==> src/rtl/tmds_encoder_multi.sv <==
// Multi-lane pipelined TMDS encoder: control, video, TERC4 and guard-band symbols.
// Define TMDS_TERC4_EN to enable TERC4 data-island (mode 10) and guard-band (mode 11)
// encoding; without it both modes fall back to control-symbol encoding.
module tmds_encoder_multi #(
  parameter  int unsigned NUM_CH  = 3,
  parameter  int unsigned OUT_REG = 0,
  localparam int unsigned DW      = 8,
  localparam int unsigned CW      = 2,
  localparam int unsigned AW      = 4,
  localparam int unsigned SW      = 10
) (
  input  logic                 clk,
  input  logic                 rst,
  input  logic [1:0]           mode,
  input  logic [NUM_CH*DW-1:0] data,
  input  logic [NUM_CH*CW-1:0] ctrl,
  input  logic [NUM_CH*AW-1:0] aux,
  output logic [NUM_CH*SW-1:0] tmds
);

  typedef enum logic [1:0] {
    MODE_CTRL  = 2'b00,
    MODE_VIDEO = 2'b01,
    MODE_TERC4 = 2'b10,
    MODE_GUARD = 2'b11
  } mode_e;

  function automatic logic [3:0] popcount8(input logic [DW-1:0] v);
    logic [3:0] c;
    c = '0;
    for (int k = 0; k < int'(DW); k++) c = c + 4'(v[k]);
    return c;
  endfunction

  function automatic logic [SW-1:0] ctrl_sym(input logic [CW-1:0] c);
    case (c)
      2'b00:   return 10'b1101010100;
      2'b01:   return 10'b0010101011;
      2'b10:   return 10'b0101010100;
      default: return 10'b1010101011;
    endcase
  endfunction

`ifdef TMDS_TERC4_EN
  function automatic logic [SW-1:0] terc4_sym(input logic [AW-1:0] a);
    case (a)
      4'h0:    return 10'b1010011100;
      4'h1:    return 10'b1001100011;
      4'h2:    return 10'b1011100100;
      4'h3:    return 10'b1011100010;
      4'h4:    return 10'b0101110001;
      4'h5:    return 10'b0100011110;
      4'h6:    return 10'b0110001110;
      4'h7:    return 10'b0100111100;
      4'h8:    return 10'b1011001100;
      4'h9:    return 10'b0100111001;
      4'hA:    return 10'b0110011100;
      4'hB:    return 10'b1011000110;
      4'hC:    return 10'b1010001110;
      4'hD:    return 10'b1001110001;
      4'hE:    return 10'b0101100011;
      default: return 10'b1011000011;
    endcase
  endfunction
`else
  logic unused_aux;
  assign unused_aux = ^aux;
`endif

  mode_e                mode_s1;
  logic [NUM_CH*SW-1:0] sym_bus;

  // Mode travels alongside its data so switches land on the exact symbol
  always_ff @(posedge clk or negedge rst) begin
    if (!rst) mode_s1 <= MODE_CTRL;
    else      mode_s1 <= mode_e'(mode);
  end

  for (genvar i = 0; i < int'(NUM_CH); i++) begin : g_lane
    logic [DW-1:0]       d_c;
    logic [3:0]          n1_d_c;
    logic [DW:0]         qm_c;
    logic [DW:0]         qm_s1;
    logic [CW-1:0]       ctrl_s1;
    logic [3:0]          n1_q_c;
    logic signed [4:0]   diff_c;
    logic signed [4:0]   cnt;
    logic signed [4:0]   cnt_nxt_c;
    logic [SW-1:0]       sym_c;
    logic [SW-1:0]       sym_s2;

    assign d_c    = data[i*DW +: DW];
    assign n1_d_c = popcount8(d_c);

    // Stage 1 transition minimisation: XOR or XNOR chain chosen by ones count
    always_comb begin
      logic xnor_sel;
      xnor_sel = (n1_d_c > 4'd4) || ((n1_d_c == 4'd4) && !d_c[0]);
      qm_c     = '0;
      qm_c[0]  = d_c[0];
      for (int k = 1; k < int'(DW); k++)
        qm_c[k] = xnor_sel ? ~(qm_c[k-1] ^ d_c[k]) : (qm_c[k-1] ^ d_c[k]);
      qm_c[DW] = ~xnor_sel;
    end

    // Stage 1 registers for this lane
    always_ff @(posedge clk or negedge rst) begin
      if (!rst) begin
        qm_s1   <= '0;
        ctrl_s1 <= '0;
      end else begin
        qm_s1   <= qm_c;
        ctrl_s1 <= ctrl[i*CW +: CW];
      end
    end

`ifdef TMDS_TERC4_EN
    localparam logic [SW-1:0] GUARD_SYM = ((i % 2) == 0) ? 10'b1011001100 : 10'b0100110011;
    logic [AW-1:0] aux_s1;

    // TERC4 nibble follows its symbol through stage 1
    always_ff @(posedge clk or negedge rst) begin
      if (!rst) aux_s1 <= '0;
      else      aux_s1 <= aux[i*AW +: AW];
    end
`endif

    assign n1_q_c = popcount8(qm_s1[DW-1:0]);
    // N1 - N0 = 2*N1 - 8, wraps harmlessly in 5 bits
    assign diff_c = $signed({n1_q_c, 1'b0}) - 5'sd8;

    // Stage 2 DC balancing against running disparity, or fixed-symbol modes
    always_comb begin
      sym_c     = ctrl_sym(ctrl_s1);
      cnt_nxt_c = 5'sd0;
      case (mode_s1)
        MODE_VIDEO: begin
          if ((cnt == 5'sd0) || (n1_q_c == 4'd4)) begin
            sym_c     = {~qm_s1[DW], qm_s1[DW],
                         qm_s1[DW] ? qm_s1[DW-1:0] : ~qm_s1[DW-1:0]};
            cnt_nxt_c = qm_s1[DW] ? (cnt + diff_c) : (cnt - diff_c);
          end else if ((!cnt[4] && (n1_q_c > 4'd4)) || (cnt[4] && (n1_q_c < 4'd4))) begin
            sym_c     = {1'b1, qm_s1[DW], ~qm_s1[DW-1:0]};
            cnt_nxt_c = cnt - diff_c + (qm_s1[DW] ? 5'sd2 : 5'sd0);
          end else begin
            sym_c     = {1'b0, qm_s1[DW], qm_s1[DW-1:0]};
            cnt_nxt_c = cnt + diff_c - (qm_s1[DW] ? 5'sd0 : 5'sd2);
          end
        end
`ifdef TMDS_TERC4_EN
        MODE_TERC4: sym_c = terc4_sym(aux_s1);
        MODE_GUARD: sym_c = GUARD_SYM;
`endif
        default: sym_c = ctrl_sym(ctrl_s1);
      endcase
    end

    // Stage 2 registers: symbol and running disparity
    always_ff @(posedge clk or negedge rst) begin
      if (!rst) begin
        sym_s2 <= '0;
        cnt    <= 5'sd0;
      end else begin
        sym_s2 <= sym_c;
        cnt    <= cnt_nxt_c;
      end
    end

    assign sym_bus[i*SW +: SW] = sym_s2;
  end

  if (OUT_REG != 0) begin : g_oreg
    // Optional retiming register toward the serialisers
    always_ff @(posedge clk or negedge rst) begin
      if (!rst) tmds <= '0;
      else      tmds <= sym_bus;
    end
  end else begin : g_no_oreg
    assign tmds = sym_bus;
  end

endmodule

==> config.mk <==
export PLATFORM = sky130hd
export DESIGN_NAME = tmds_encoder_multi
export DESIGN_NICKNAME = d
export VERILOG_FILES = /design/src/rtl/tmds_encoder_multi.sv
export SDC_FILE = /design/constraint.sdc
export NUM_CORES = 1
export LEC_CHECK = 0
export ABC_CLOCK_PERIOD_IN_PS = 5600
export BUFFER_PORTS_ARGS = -buffer_cell sky130_fd_sc_hd__buf_4
export CORE_ASPECT_RATIO = 1.5
export CORE_UTILIZATION = 35
export DETAILED_ROUTE_END_ITERATION = 8
export GPL_ROUTABILITY_DRIVEN = 0
export GPL_TIMING_DRIVEN = 0
export SLEW_MARGIN = 5
export SYNTH_ARGS = -nofsm -noshare
export SYNTH_HDL_FRONTEND = slang
export SYNTH_SLANG_ARGS = --single-unit
==> constraint.sdc <==
create_clock -name clk -period 5.6 [get_ports clk]
set_clock_uncertainty 0.05 [all_clocks]
set_input_delay 0.28 -clock clk [delete_from_list [all_inputs] [get_ports clk]]
set_output_delay 0.28 -clock clk [all_outputs]
set_load 0.005 [all_outputs]
* After elaboration in Yosys (flattened, before gate mapping)
Index checks and enable logic that the tools add are counted.
** Word-level totals
- Bits of input ports :: 46
- Register bits after elaboration :: 80
- Logic and storage cells :: 227
** Operators by class
- Mux-type cells :: 54
- Equal/unequal tests :: 13
- Bitwise gates (word level) :: 51
- Reduce and logical (&&, ||, !) cells :: 30
- Magnitude comparators :: 9
- $add $sub $neg :: 57
** Operators by type and width (count)
- 4-bit by 1-bit adder with 4-bit output :: 24
- 10-bit 2-to-1 mux :: 9
- 10-bit one-hot mux with 3 select lines :: 3
- 5-bit 2-to-1 mux :: 12
- 1-bit inverter :: 27
- 3-bit by 1-bit adder with 4-bit output :: 6
- 4-bit by 3-bit == test with 1-bit output, second input constant :: 6
- 4-bit by 3-bit > comparator with 1-bit output, second input constant :: 6
- 8-bit 2-to-1 mux :: 3
- 8-bit inverter :: 3
- 1-bit 2-to-1 mux :: 21
- 1-bit bitwise XOR :: 21
- 2-bit by 1-bit adder with 3-bit output :: 6
- 5-bit by 3-bit adder with 5-bit output :: 3
- 5-bit adder :: 3
- 5-bit zero test :: 3
- 5-bit by 3-bit subtractor with 5-bit output :: 3
- 5-bit subtractor :: 3
- 5-bit subtractor, second input constant :: 3
- 1-bit by 1-bit adder with 2-bit output :: 6
- 4-bit by 3-bit less-than comparator with 1-bit output, second input constant :: 3
- 2-bit 2-to-1 mux :: 6
- 1-bit logical AND :: 9
- 1-bit logical OR :: 9
- other kinds (4) :: 16

* Longest topological paths before layout
Gate-level depths: netlist of the first run.
- Depth after elaboration :: 29
- Mapped depth :: 16
- Gate-level depth less buffers :: 15

* Least setup slack after synthesis of the first run
OpenSTA, ideal clock, no wires.
- Path kind :: register to register
- Start point :: register g_lane[0].qm_s1[0]
- End point :: register g_lane[0].cnt[4]
- Data required time :: 5.430 ns
- Setup time :: 0.120 ns
- Arrival time :: 4.150 ns
- Buffers on the path :: 1
- Stages on the path, launching flop included :: 16
- Setup slack :: 1.279 ns
- Cell sequence :: dfrtp_1 -> fa_1 -> inv_1 -> fa_1 -> fa_1 -> inv_1 -> ha_1 -> fa_1 -> xor2_1 -> ha_1 -> buf_2 -> nand3b_1 -> nand3_1 -> xor3_1 -> or3_1 -> o211a_1
** On the way
- Longest elaborated chain between the ends :: 13
- Elaborated cells on any way between the ends :: 23
** RTL lines
- start: declaration :: line 83 : logic [DW:0] qm_s1;
- start signal: assignment :: line 112 : qm_s1 <= qm_c;
- 1-bit by 1-bit adder with 2-bit output (*) :: line 31 : for (int k = 0; k < int'(DW); k++) c = c + 4'(v[k]);
- 2-bit by 1-bit adder with 3-bit output (*) :: line 31
- 3-bit by 1-bit adder with 4-bit output (*) :: line 31
- 4-bit by 1-bit adder with 4-bit output (*) (4 in series) :: line 31
- 5-bit subtractor (tied with other cells) :: line 130 : assign diff_c = $signed({n1_q_c, 1'b0}) - 5'sd8;
- 5-bit adder (tied with other cells) :: line 141, 147
- 5-bit by 3-bit subtractor with 5-bit output (tied with other cells) :: line 147 : cnt_nxt_c = cnt + diff_c - (qm_s1[DW] ? 5'sd0 : 5'sd2);
- 5-bit 2-to-1 mux :: line 142 : end else if ((!cnt[4] && (n1_q_c > 4'd4)) || (cnt[4] && (n1_q_c < 4'd4))) begin
- 5-bit 2-to-1 mux (*) :: line 138 : if ((cnt == 5'sd0) || (n1_q_c == 4'd4)) begin
- 5-bit 2-to-1 mux (*) :: line 136 : case (mode_s1)
- net g_lane[0].cnt_nxt_c[4] :: line 88 : logic signed [4:0] cnt_nxt_c;
- end signal: assignment :: line 165 : cnt <= cnt_nxt_c;
- end: declaration :: line 87 : logic signed [4:0] cnt;
The timed path passes the listed nets; every way through them passes the cells marked *.

* Worst setup path after layout of the first run
- Start point :: register g_lane[1].qm_s1[0]
- End point :: register g_lane[1].cnt[3]
** On the way
- Longest elaborated chain between the ends :: 13
- Elaborated cells on any way between the ends :: 23
** RTL lines (line)
- start: declaration :: 83
- start signal: assignment :: 112
- 1-bit by 1-bit adder with 2-bit output (*) :: 31
- 2-bit by 1-bit adder with 3-bit output (*) :: 31
- 3-bit by 1-bit adder with 4-bit output (*) :: 31
- 4-bit by 1-bit adder with 4-bit output (*) (4 in series) :: 31
- 5-bit subtractor (tied with other cells) :: 130
- 5-bit adder (tied with other cells) :: 141, 147
- 5-bit by 3-bit subtractor with 5-bit output (tied with other cells) :: 147
- 5-bit 2-to-1 mux :: 142
- 5-bit 2-to-1 mux (*) :: 138
- 5-bit 2-to-1 mux (*) :: 136
- net g_lane[1].cnt_nxt_c[3] :: 88
- end signal: assignment :: 165
- end: declaration :: 87
Marked as above.

==> flow_summary.yaml, run 1 <==
status:
  status: "completed"
cts:
  cts_buffers: 9
  insertion_delay_ns: 0.34
  cts_buffer_depth: 2
  post_cts_buffers: 0
  path_clk_slew_ns: 0.06
  htree_num_levels: 3
  cts_root_buf: "clkbuf_16"
  cts_sinks: 77
  cts_tree: "done"
timing:
  maxSlewViolCount: 0
  period_minus_slack_ns: 4.65
  maxClockFrequency_mhz: 215
  setup_viol: 0
  fin_setup_tns_ns: 0
  timing.slew.headroom: 0.363
  finalHoldViolations: 0
  rsz0062_at_grt: "false"
  worstMarginPinSlew_ns: 0.955
  period_share: 0.830
yosys:
  synth_area_um2: 5800
  syn-num-nets: 685
  synthArstFlopShare: 1.00
  synth_cell_types: 46
  synth_top_area_frac: 0.332
  syn_inst: 537
  synth_edf_count: 0
  ys.flop_type: "dfrtp_1"
  synthTopCellsByArea: "dfrtp_1, ha_1, fa_1"
  synth_seq_cells: 77
  yosysMostFrequentCell: "inv_1"
  synth_commonest_cells: "inv_1, dfrtp_1, ha_1"
  yosysSeqAreaShare: 0.332
  yosysWarningCount: 0
  avgSynthCellArea_um2: 10.8
  yosys.area.top_type: "dfrtp_1"
die:
  coreArea_um2: 16200
  start_util: 0.359
  dieHeight_um: 160
  die_x_um: 107
  ioPinCount: 76
  dieArea_um2: 17100
  rows: 57
min_path:
  hold_path_depth: 1
  hold_path.class: "in -> reg"
  hold_start: "ctrl[2]"
  holdPathEnd: "g_lane[1].ctrl_s1[0]"
critical_path:
  critPathBufInv: 3
  path_class: "reg -> reg"
  cp-start-kind: "register"
  reg2reg_setup_slack_ns: 0.95
  cpPeakStageDelay_ns: 0.61
  cp-end-kind: "register"
  path_common_cell: "fa_1"
  path_cells: "fa_1, inv_1, fa_1, fa_1, inv_1, ha_1, fa_1, inv_1, fa_1, ha_1, xnor2_1, a211o_1, o211ai_1, a21oi_1, nor3b_1"
  required_ns: 5.80
  slowest_stage: "fa_1"
  regToRegStartpoint: "g_lane[1].qm_s1[0]"
  crit_family: "adder cells"
  worstPathMaxFanout: 5
  cp.arrival_ns: 4.84
  r2r_cells: 15
  r2r_end: "g_lane[1].cnt[3]"
global_route:
  grt-ovfl-total: 0
  grtUsageTotal: 0.151
  grt_antenna_before_repair: 0
  grt_max_degree: 78
  grt_pass1_wl_mm: 19.8
  grt_pass1_vias: 4269
layout:
  diodes: 0
  finalInstanceArea_um2: 6930
  area_delta_synth_final_pct: 19.4
  fillers: 1512
  multi_input_area_um2: 3470
  seqCellArea_um2: 1930
  drive_above_1_share: 0.167
  finish.net_count: 766
drt:
  routedWlPerCell_um: 14.3
  via_per_inst: 4.72
  drc: 0
  ant_nets: 0
  routed_wl_mm: 11.8
  vias: 3912
  drt_iter0_markers: 110
  first_pass_iters: 4
placement:
  placed_area_um2: 6540
  io_buffers: 63
  hpwl_mm: 9.69
flow_run:
  max_cap_violations: 0
## registers in the layout (all words and copies together), names as in the netlist
| register | count |
|---|---|
| g_lane.sym_s2 | 30 |
| mode_s1 | 2 |
| g_lane.ctrl_s1 | 6 |
| g_lane.cnt | 12 |
| g_lane.qm_s1 | 27 |
## per-layer routing
metal	share of wire	vias to the layer above	routed length, um	track usage
li1	-	1903	-	-
met1	0.36	1929	4290	0.147
met2	0.58	58	6910	0.302
met3	0.028	22	329	0.0269
met4	0.025	0	290	0.0573
met5	0	-	0	0
## repair_timing
item                      in CTS  in global routing
hold endpoints to repair       7                  0
resized for setup              0                  0
hold buffers                   7                  0
## through the flow
stage / std cells / worst slack, ns / hold WS (ns) / utilization
global route: 829 / 0.653 / 0.00399 / 0.428
floorplan: 537 / 1.28 / -0.0656 / -
finish: 829 / 0.954 / 0.00860 / 0.428
CTS: 829 / 0.903 / 0.00393 / 0.428
global placement: 806 / 0.995 / 0.341 / 0.404
detailed placement: 806 / 0.912 / 0.341 / 0.404
## cells in the final DEF (no fill, tap or decap), types with 7 or more instances in the layout
master	n
inv_1	93
dfrtp_1	77
ha_1	72
buf_4	64
xnor2_1	50
a21oi_1	34
fa_1	30
xor2_1	24
o21ai_0	21
nand2_1	11
nor2_1	10
nor3_1	9
nand3_1	9
clkbuf_16	9
clkbuf_1	8
a211oi_1	8
dlygate4sd3_1	7
## final cells by class
cell class / count / share of cell area
multi-input combinational: 356 / 0.500
sequential: 77 / 0.278
timing repair buffer: 70 / 0.0784
inverter: 93 / 0.0504
tap: 206 / 0.0372
clock buffer: 11 / 0.0350
clock inverter: 5 / 0.0119
buffer: 11 / 0.00885
## logic make-up after synthesis
family | count (synthesis) | synth area share
AO/OA/AOI/OAI | 89 | 0.0940
XOR/XNOR | 88 | 0.162
adder cells (fa/ha/maj) | 102 | 0.259
buffers and inverters | 104 | 0.0707
flip-flops | 77 | 0.332
multiplexers | 8 | 0.0142
AND/OR/NAND/NOR | 69 | 0.0688
## worst reg2reg max path: stages, from the launching register on
cell,delay (ns)
dfrtp_1,0.40
fa_1,0.54
inv_1,0.05
fa_1,0.45
fa_1,0.49
inv_1,0.04
ha_1,0.20
fa_1,0.61
inv_1,0.14
fa_1,0.52
ha_1,0.24
xnor2_1,0.15
a211o_1,0.25
o211ai_1,0.12
a21oi_1,0.09
nor3b_1,0.22
## how the worst max path moves through the flow
stage | startpoint | end | depth (start not counted)
2_1_floorplan | g_lane[0].qm_s1[0] | g_lane[0].cnt[4] | 15
3_3_place_gp | g_lane[1].qm_s1[0] | g_lane[1].cnt[3] | 15
3_5_place_dp | g_lane[1].qm_s1[0] | g_lane[1].cnt[3] | 15
4_1_cts | g_lane[1].qm_s1[0] | g_lane[1].cnt[3] | 15
5_1_grt | g_lane[1].qm_s1[0] | g_lane[1].cnt[3] | 15
6_report | g_lane[1].qm_s1[0] | g_lane[1].cnt[3] | 15
Power of run 1 is left out: the tool's default activity adds up to more than one toggle a clock period on the data nets, which glitch-free logic cannot reach.
==> run 2: changes to the inputs <==
--- a/config.mk
+++ b/config.mk
@@ -5,7 +5,7 @@
 export SDC_FILE = /design/constraint.sdc
 export NUM_CORES = 1
 export LEC_CHECK = 0
-export ABC_CLOCK_PERIOD_IN_PS = 5600
+export ABC_CLOCK_PERIOD_IN_PS = 3900
 export BUFFER_PORTS_ARGS = -buffer_cell sky130_fd_sc_hd__buf_4
 export CORE_ASPECT_RATIO = 1.5
 export CORE_UTILIZATION = 35
==> constraint.sdc (replaced) <==
create_clock -name clk -period 3.9 [get_ports clk]
set_clock_uncertainty 0.05 [all_clocks]
set_input_delay 0.195 -clock clk [delete_from_list [all_inputs] [get_ports clk]]
set_output_delay 0.195 -clock clk [all_outputs]
set_load 0.005 [all_outputs]
==> flow_summary.yaml, run 2 (synthesis results as in run 1) <==
die:
  ioPinCount: 76
  dieHeight_um: 160
  coreArea_um2: 16200
  start_util: 0.359
  rows: 57
  dieArea_um2: 17100
  die_x_um: 107
critical_path:
  reg2reg_setup_slack_ns: -0.52
  regToRegStartpoint: "g_lane[0].qm_s1[0]"
  required_ns: 4.08
  cp-end-kind: "register"
  r2r_end: "g_lane[0].cnt[4]"
  path_class: "reg -> reg"
  worstPathMaxFanout: 5
  r2r_cells: 16
  cp-start-kind: "register"
  cp.arrival_ns: 4.60
timing:
  hold_ws_ns: 0.00987
  period_minus_slack_ns: 4.42
  worstMarginPinSlew_ns: 0.935
  rsz0062_at_grt: "true"
  finalHoldViolations: 0
  maxClockFrequency_mhz: 226
  maxSlewViolCount: 0
  setup_viol: 39
  period_share: 1.13
  timing.slew.headroom: 0.376
  setup_ws_ns: -0.519
global_route:
  grt_max_degree: 78
  grtUsageTotal: 0.158
  grt_antenna_before_repair: 0
  grt_pass1_wl_mm: 21.3
  grt_pass1_vias: 4556
  grt-ovfl-total: 0
layout:
  area_delta_synth_final_pct: 35.7
  largest_register_ffs: 30
  diodes: 0
  fillers: 1464
  reg.largest.list: "g_lane.sym_s2: 30 flops, g_lane.qm_s1: 27 flops, g_lane.cnt: 12 flops"
  mostFrequentLayoutCell: "inv_1"
  largest_register: "g_lane.sym_s2"
  layout_common_cells: "inv_1, buf_4, dfrtp_1"
  finish.net_count: 801
  drive_above_1_share: 0.327
cts:
  path_clk_slew_ns: 0.06
  cts_root_buf: "clkbuf_16"
  cts_buffer_depth: 2
  cts_sinks: 77
  cts_tree: "done"
  htree_num_levels: 3
  cts_buffers: 9
  insertion_delay_ns: 0.34
drt:
  drt_iter0_markers: 123
  via_per_inst: 4.81
  routed_wl_mm: 12.7
  first_pass_iters: 4
  ant_nets: 0
  routedWlPerCell_um: 14.7
  vias: 4154
  drc: 0
min_path:
  hold_path_depth: 2
  holdPathEnd: "g_lane[1].qm_s1[2]"
  hold_path.class: "in -> reg"
  hold_start: "data[10]"
placement:
  io_buffers: 63
  hpwl_mm: 9.65
status:
  violations: "setup timing"
  status: "finished with violations"
flow_run:
  max_cap_violations: 0
==> run 2: cell count changes in the layout (fill, tap and decap cells not counted), moves of 9 or more <==
cell	before	now
a21oi_1	34	25
o21ai_0	21	12
xnor2_2	6	19
ha_1	72	60
buf_4	64	82
xnor2_1	50	34
ha_4	0	10
buf_6	2	12
==> run 2: routing by layer <==
metal	routed length, um	part of all wire	GRT usage
met5	0	0	0
met2	7080	0.56	0.291
met1	4850	0.38	0.167
met4	531	0.042	0.0878
met3	254	0.020	0.0257
==> run 2: worst max-delay path by stage <==
stage                       startpoint                  end  slack (ns)  cells past startpoint
finish              g_lane[0].qm_s1[0]     g_lane[0].cnt[4]       -0.52                     16
global route        g_lane[0].qm_s1[0]     g_lane[0].cnt[4]       -0.70                     16
global placement    g_lane[2].qm_s1[0]  g_lane[2].sym_s2[0]       -0.60                     15
CTS                 g_lane[0].qm_s1[0]     g_lane[0].cnt[4]       -0.51                     15
floorplan           g_lane[0].qm_s1[0]     g_lane[0].cnt[4]       -0.35                     15
detailed placement  g_lane[2].qm_s1[0]  g_lane[2].sym_s2[5]       -0.63                     15
==> run 2: worst max-delay path: stages, from the launching register on <==
cell and delay [ns]:
dfrtp_1 0.40, fa_1 0.55, inv_2 0.04, fa_1 0.45, fa_1 0.51, inv_2 0.04, ha_4 0.16, fa_2 0.39
xor2_4 0.20, ha_4 0.23, buf_6 0.12, buf_12 0.13, xnor2_4 0.14, nand3_2 0.09, xor3_1 0.35, or3_1 0.31
o211a_1 0.14
==> run 2: metrics by stage <==
step	instances	setup TNS (ns)	utilization	worst slack, ns	cell area, um2
finish	864	-12.81	0.487	-0.519	7880
floorplan	537	-6.89	-	-0.346	5950
global route	864	-18.18	0.487	-0.698	7880
detailed placement	806	-18.86	0.413	-0.633	6680
CTS	852	-11.34	0.462	-0.510	7480
global placement	806	-16.55	0.413	-0.602	6680
==> run 2: cell type report <==
class | instances | area [um2] | area share
Multi-Input combinational cell | 358 | 4110 | 0.521
Buffer | 9 | 57.6 | 0.00731
Clock buffer | 9 | 225 | 0.0286
Tap cell | 206 | 258 | 0.0327
Clock inverter | 7 | 81.3 | 0.0103
Timing Repair Buffer | 105 | 867 | 0.110
Sequential cell | 77 | 1930 | 0.245
Inverter | 93 | 354 | 0.0450
==> run 2: timing repair <==
item,4_1_cts,5_1_grt
gates resized for setup,45,57
hold endpoints to repair,31,0
endpoints found under the setup margin,39,40
hold buffers,13,0
setup buffers,16,12
gates cloned,3,0
pin swaps,32,25
Power of run 2 is left out for the same reason.
==> run 3: changes to the inputs <==
--- a/config.mk
+++ b/config.mk
@@ -5,13 +5,15 @@
 export SDC_FILE = /design/constraint.sdc
 export NUM_CORES = 1
 export LEC_CHECK = 0
+export ABC_AREA = 1
 export ABC_CLOCK_PERIOD_IN_PS = 3900
 export BUFFER_PORTS_ARGS = -buffer_cell sky130_fd_sc_hd__buf_4
 export CORE_ASPECT_RATIO = 1.5
-export CORE_UTILIZATION = 35
+export CORE_UTILIZATION = 54
 export DETAILED_ROUTE_END_ITERATION = 8
 export GPL_ROUTABILITY_DRIVEN = 0
 export GPL_TIMING_DRIVEN = 0
+export PLACE_DENSITY = 0.78
 export SLEW_MARGIN = 5
 export SYNTH_ARGS = -nofsm -noshare
 export SYNTH_HDL_FRONTEND = slang
==> flow_summary.yaml, run 3 <==
timing:
  worstMarginPinSlew_ns: 0.982
  maxSlewViolCount: 0
  hold_ws_ns: -0.00533
  period_share: 1.16
  maxClockFrequency_mhz: 220
  period_minus_slack_ns: 4.54
  rsz0062_at_grt: "true"
  timing.slew.headroom: 0.345
  setup_viol: 39
  finalHoldViolations: 1
  setup_ws_ns: -0.636
drt:
  drt_iter0_markers: 536
  ant_nets: 0
  drc: 0
  vias: 5525
  first_pass_iters: 6
  via_per_inst: 5.66
  routed_wl_mm: 18.5
  routedWlPerCell_um: 19.0
yosys:
  syn_inst: 696
  synthArstFlopShare: 1.00
  yosysMostFrequentCell: "inv_1"
  syn-num-nets: 844
  synth_commonest_cells: "inv_1, nand2_1, dfrtp_1"
  synth_seq_cells: 77
  synthTopCellsByArea: "dfrtp_1, ha_1, fa_1"
  synth_cell_types: 29
  yosysWarningCount: 0
  yosys.area.top_type: "dfrtp_1"
  synth_edf_count: 0
  yosysSeqAreaShare: 0.326
  synth_area_um2: 5920
  synth_top_area_frac: 0.326
  avgSynthCellArea_um2: 8.50
  ys.flop_type: "dfrtp_1"
die:
  die_x_um: 87.5
  dieHeight_um: 130
  start_util: 0.559
  rows: 46
  ioPinCount: 76
  coreArea_um2: 10600
  dieArea_um2: 11400
layout:
  reg.largest.list: "g_lane.sym_s2: 30 flops, g_lane.qm_s1: 27 flops, g_lane.cnt: 12 flops"
  mostFrequentLayoutCell: "inv_1"
  finish.net_count: 976
  layout_common_cells: "inv_1, buf_4, nand2_1"
  seqCellArea_um2: 1930
  diodes: 0
  largest_register: "g_lane.sym_s2"
  multi_input_area_um2: 4380
  drive_above_1_share: 0.372
  area_delta_synth_final_pct: 41.5
  largest_register_ffs: 30
  fillers: 626
flow_run:
  max_cap_violations: 0
global_route:
  grt_pass1_wl_mm: 25.5
  grt_antenna_before_repair: 0
  grt_pass1_vias: 5593
  grt-ovfl-total: 0
  grt_max_degree: 78
  grtUsageTotal: 0.295
min_path:
  hold_path.class: "in -> reg"
cts:
  insertion_delay_ns: 0.35
  cts_buffer_depth: 2
  path_clk_slew_ns: 0.07
  cts_sinks: 77
  cts_root_buf: "clkbuf_16"
  htree_num_levels: 3
  cts_buffers: 9
  cts_tree: "done"
critical_path:
  cp-start-kind: "register"
  cp.arrival_ns: 4.68
  cp-end-kind: "register"
  path_class: "reg -> reg"
  worstPathMaxFanout: 4
  required_ns: 4.04
placement:
  dp_slack_ns: -0.428
  hpwl_mm: 10.2
  io_buffers: 63
status:
  violations: "hold timing, setup timing"
  status: "finished with violations"
==> run 3: changes by cell type after synthesis, sizes merged, moves of 8 or more <==
cell / previous run / this run
a21oi: 36 / 21
inv: 93 / 142
nand2: 11 / 133
nand3: 9 / 47
nor2: 12 / 39
nor3: 9 / 0
o21ai: 21 / 59
xnor2: 57 / 16
xor2: 24 / 32
==> run 3: path summary, 6_finish.rpt <==
check                                   start                   to  slack, ns  cells past startpoint
setup / recovery           g_lane[2].qm_s1[0]     g_lane[2].cnt[3]      -0.64                     17
hold / removal                        data[6]   g_lane[0].qm_s1[6]     -0.005                      2
setup reg to reg           g_lane[2].qm_s1[0]     g_lane[2].cnt[3]      -0.64                     17
hold reg to reg            g_lane[2].qm_s1[7]  g_lane[2].sym_s2[7]       0.54                      2
max in group asynchronous                 rst   g_lane[2].qm_s1[1]       2.58                      2
min in group asynchronous                 rst   g_lane[0].qm_s1[8]       0.54                      2
==> run 3: cell type report <==
class	instances	area share
timing repair buffer	120	0.118
buffer	8	0.00717
tap	144	0.0215
inverter	142	0.0648
multi-input combinational	470	0.522
clock inverter	6	0.00852
sequential	77	0.230
clock buffer	10	0.0273
==> run 3: what timing repair did <==
item                                   in CTS  in global routing
gates resized for setup                    98                111
pin swaps                                  49                 44
endpoints found under the hold margin      16                  0
gates cloned                                4                  0
hold buffers                               12                  0
setup buffers                              27                 15
setup endpoints to repair                  38                 39
==> run 3: cell families after synthesis <==
group / share of synthesized area
compound gates: 0.0833
fa+ha+maj: 0.254
xor+xnor: 0.0786
simple gates: 0.163
buf+inv: 0.0954
flops: 0.326
==> run 3: layer usage <==
layer	share of wire	global-route usage
met3	0.055	0.0443
met1	0.35	0.316
met5	0	0
met4	0.059	0.187
met2	0.54	0.536
==> run 3: worst max-delay path, stage by stage, from the launching register on <==
cell,delay (ns)
dfrtp_1,0.41
fa_1,0.54
inv_1,0.05
fa_1,0.45
fa_1,0.49
inv_1,0.05
ha_2,0.18
fa_2,0.36
xnor2_2,0.20
inv_2,0.11
ha_4,0.29
buf_4,0.14
or2_4,0.25
nand2_2,0.10
xor2_1,0.09
nand2_1,0.08
o21ai_1,0.09
a21oi_1,0.44
==> run 3: through the flow <==
| stage | area (um2) | TNS, ns | std cells | utilization | hold WS (ns) |
|---|---|---|---|---|---|
| floorplan | 6110 | -0.304 | 696 | - | -0.151 |
| global placement | 6760 | -7.40 | 903 | 0.638 | 0.256 |
| detailed placement | 6760 | -11.64 | 903 | 0.638 | 0.256 |
| CTS | 7820 | -3.39 | 962 | 0.739 | 0.00139 |
| global route | 8380 | -14.17 | 977 | 0.791 | 0.00734 |
| finish | 8380 | -10.09 | 977 | 0.791 | -0.00533 |
Power of run 3 is left out for the same reason.
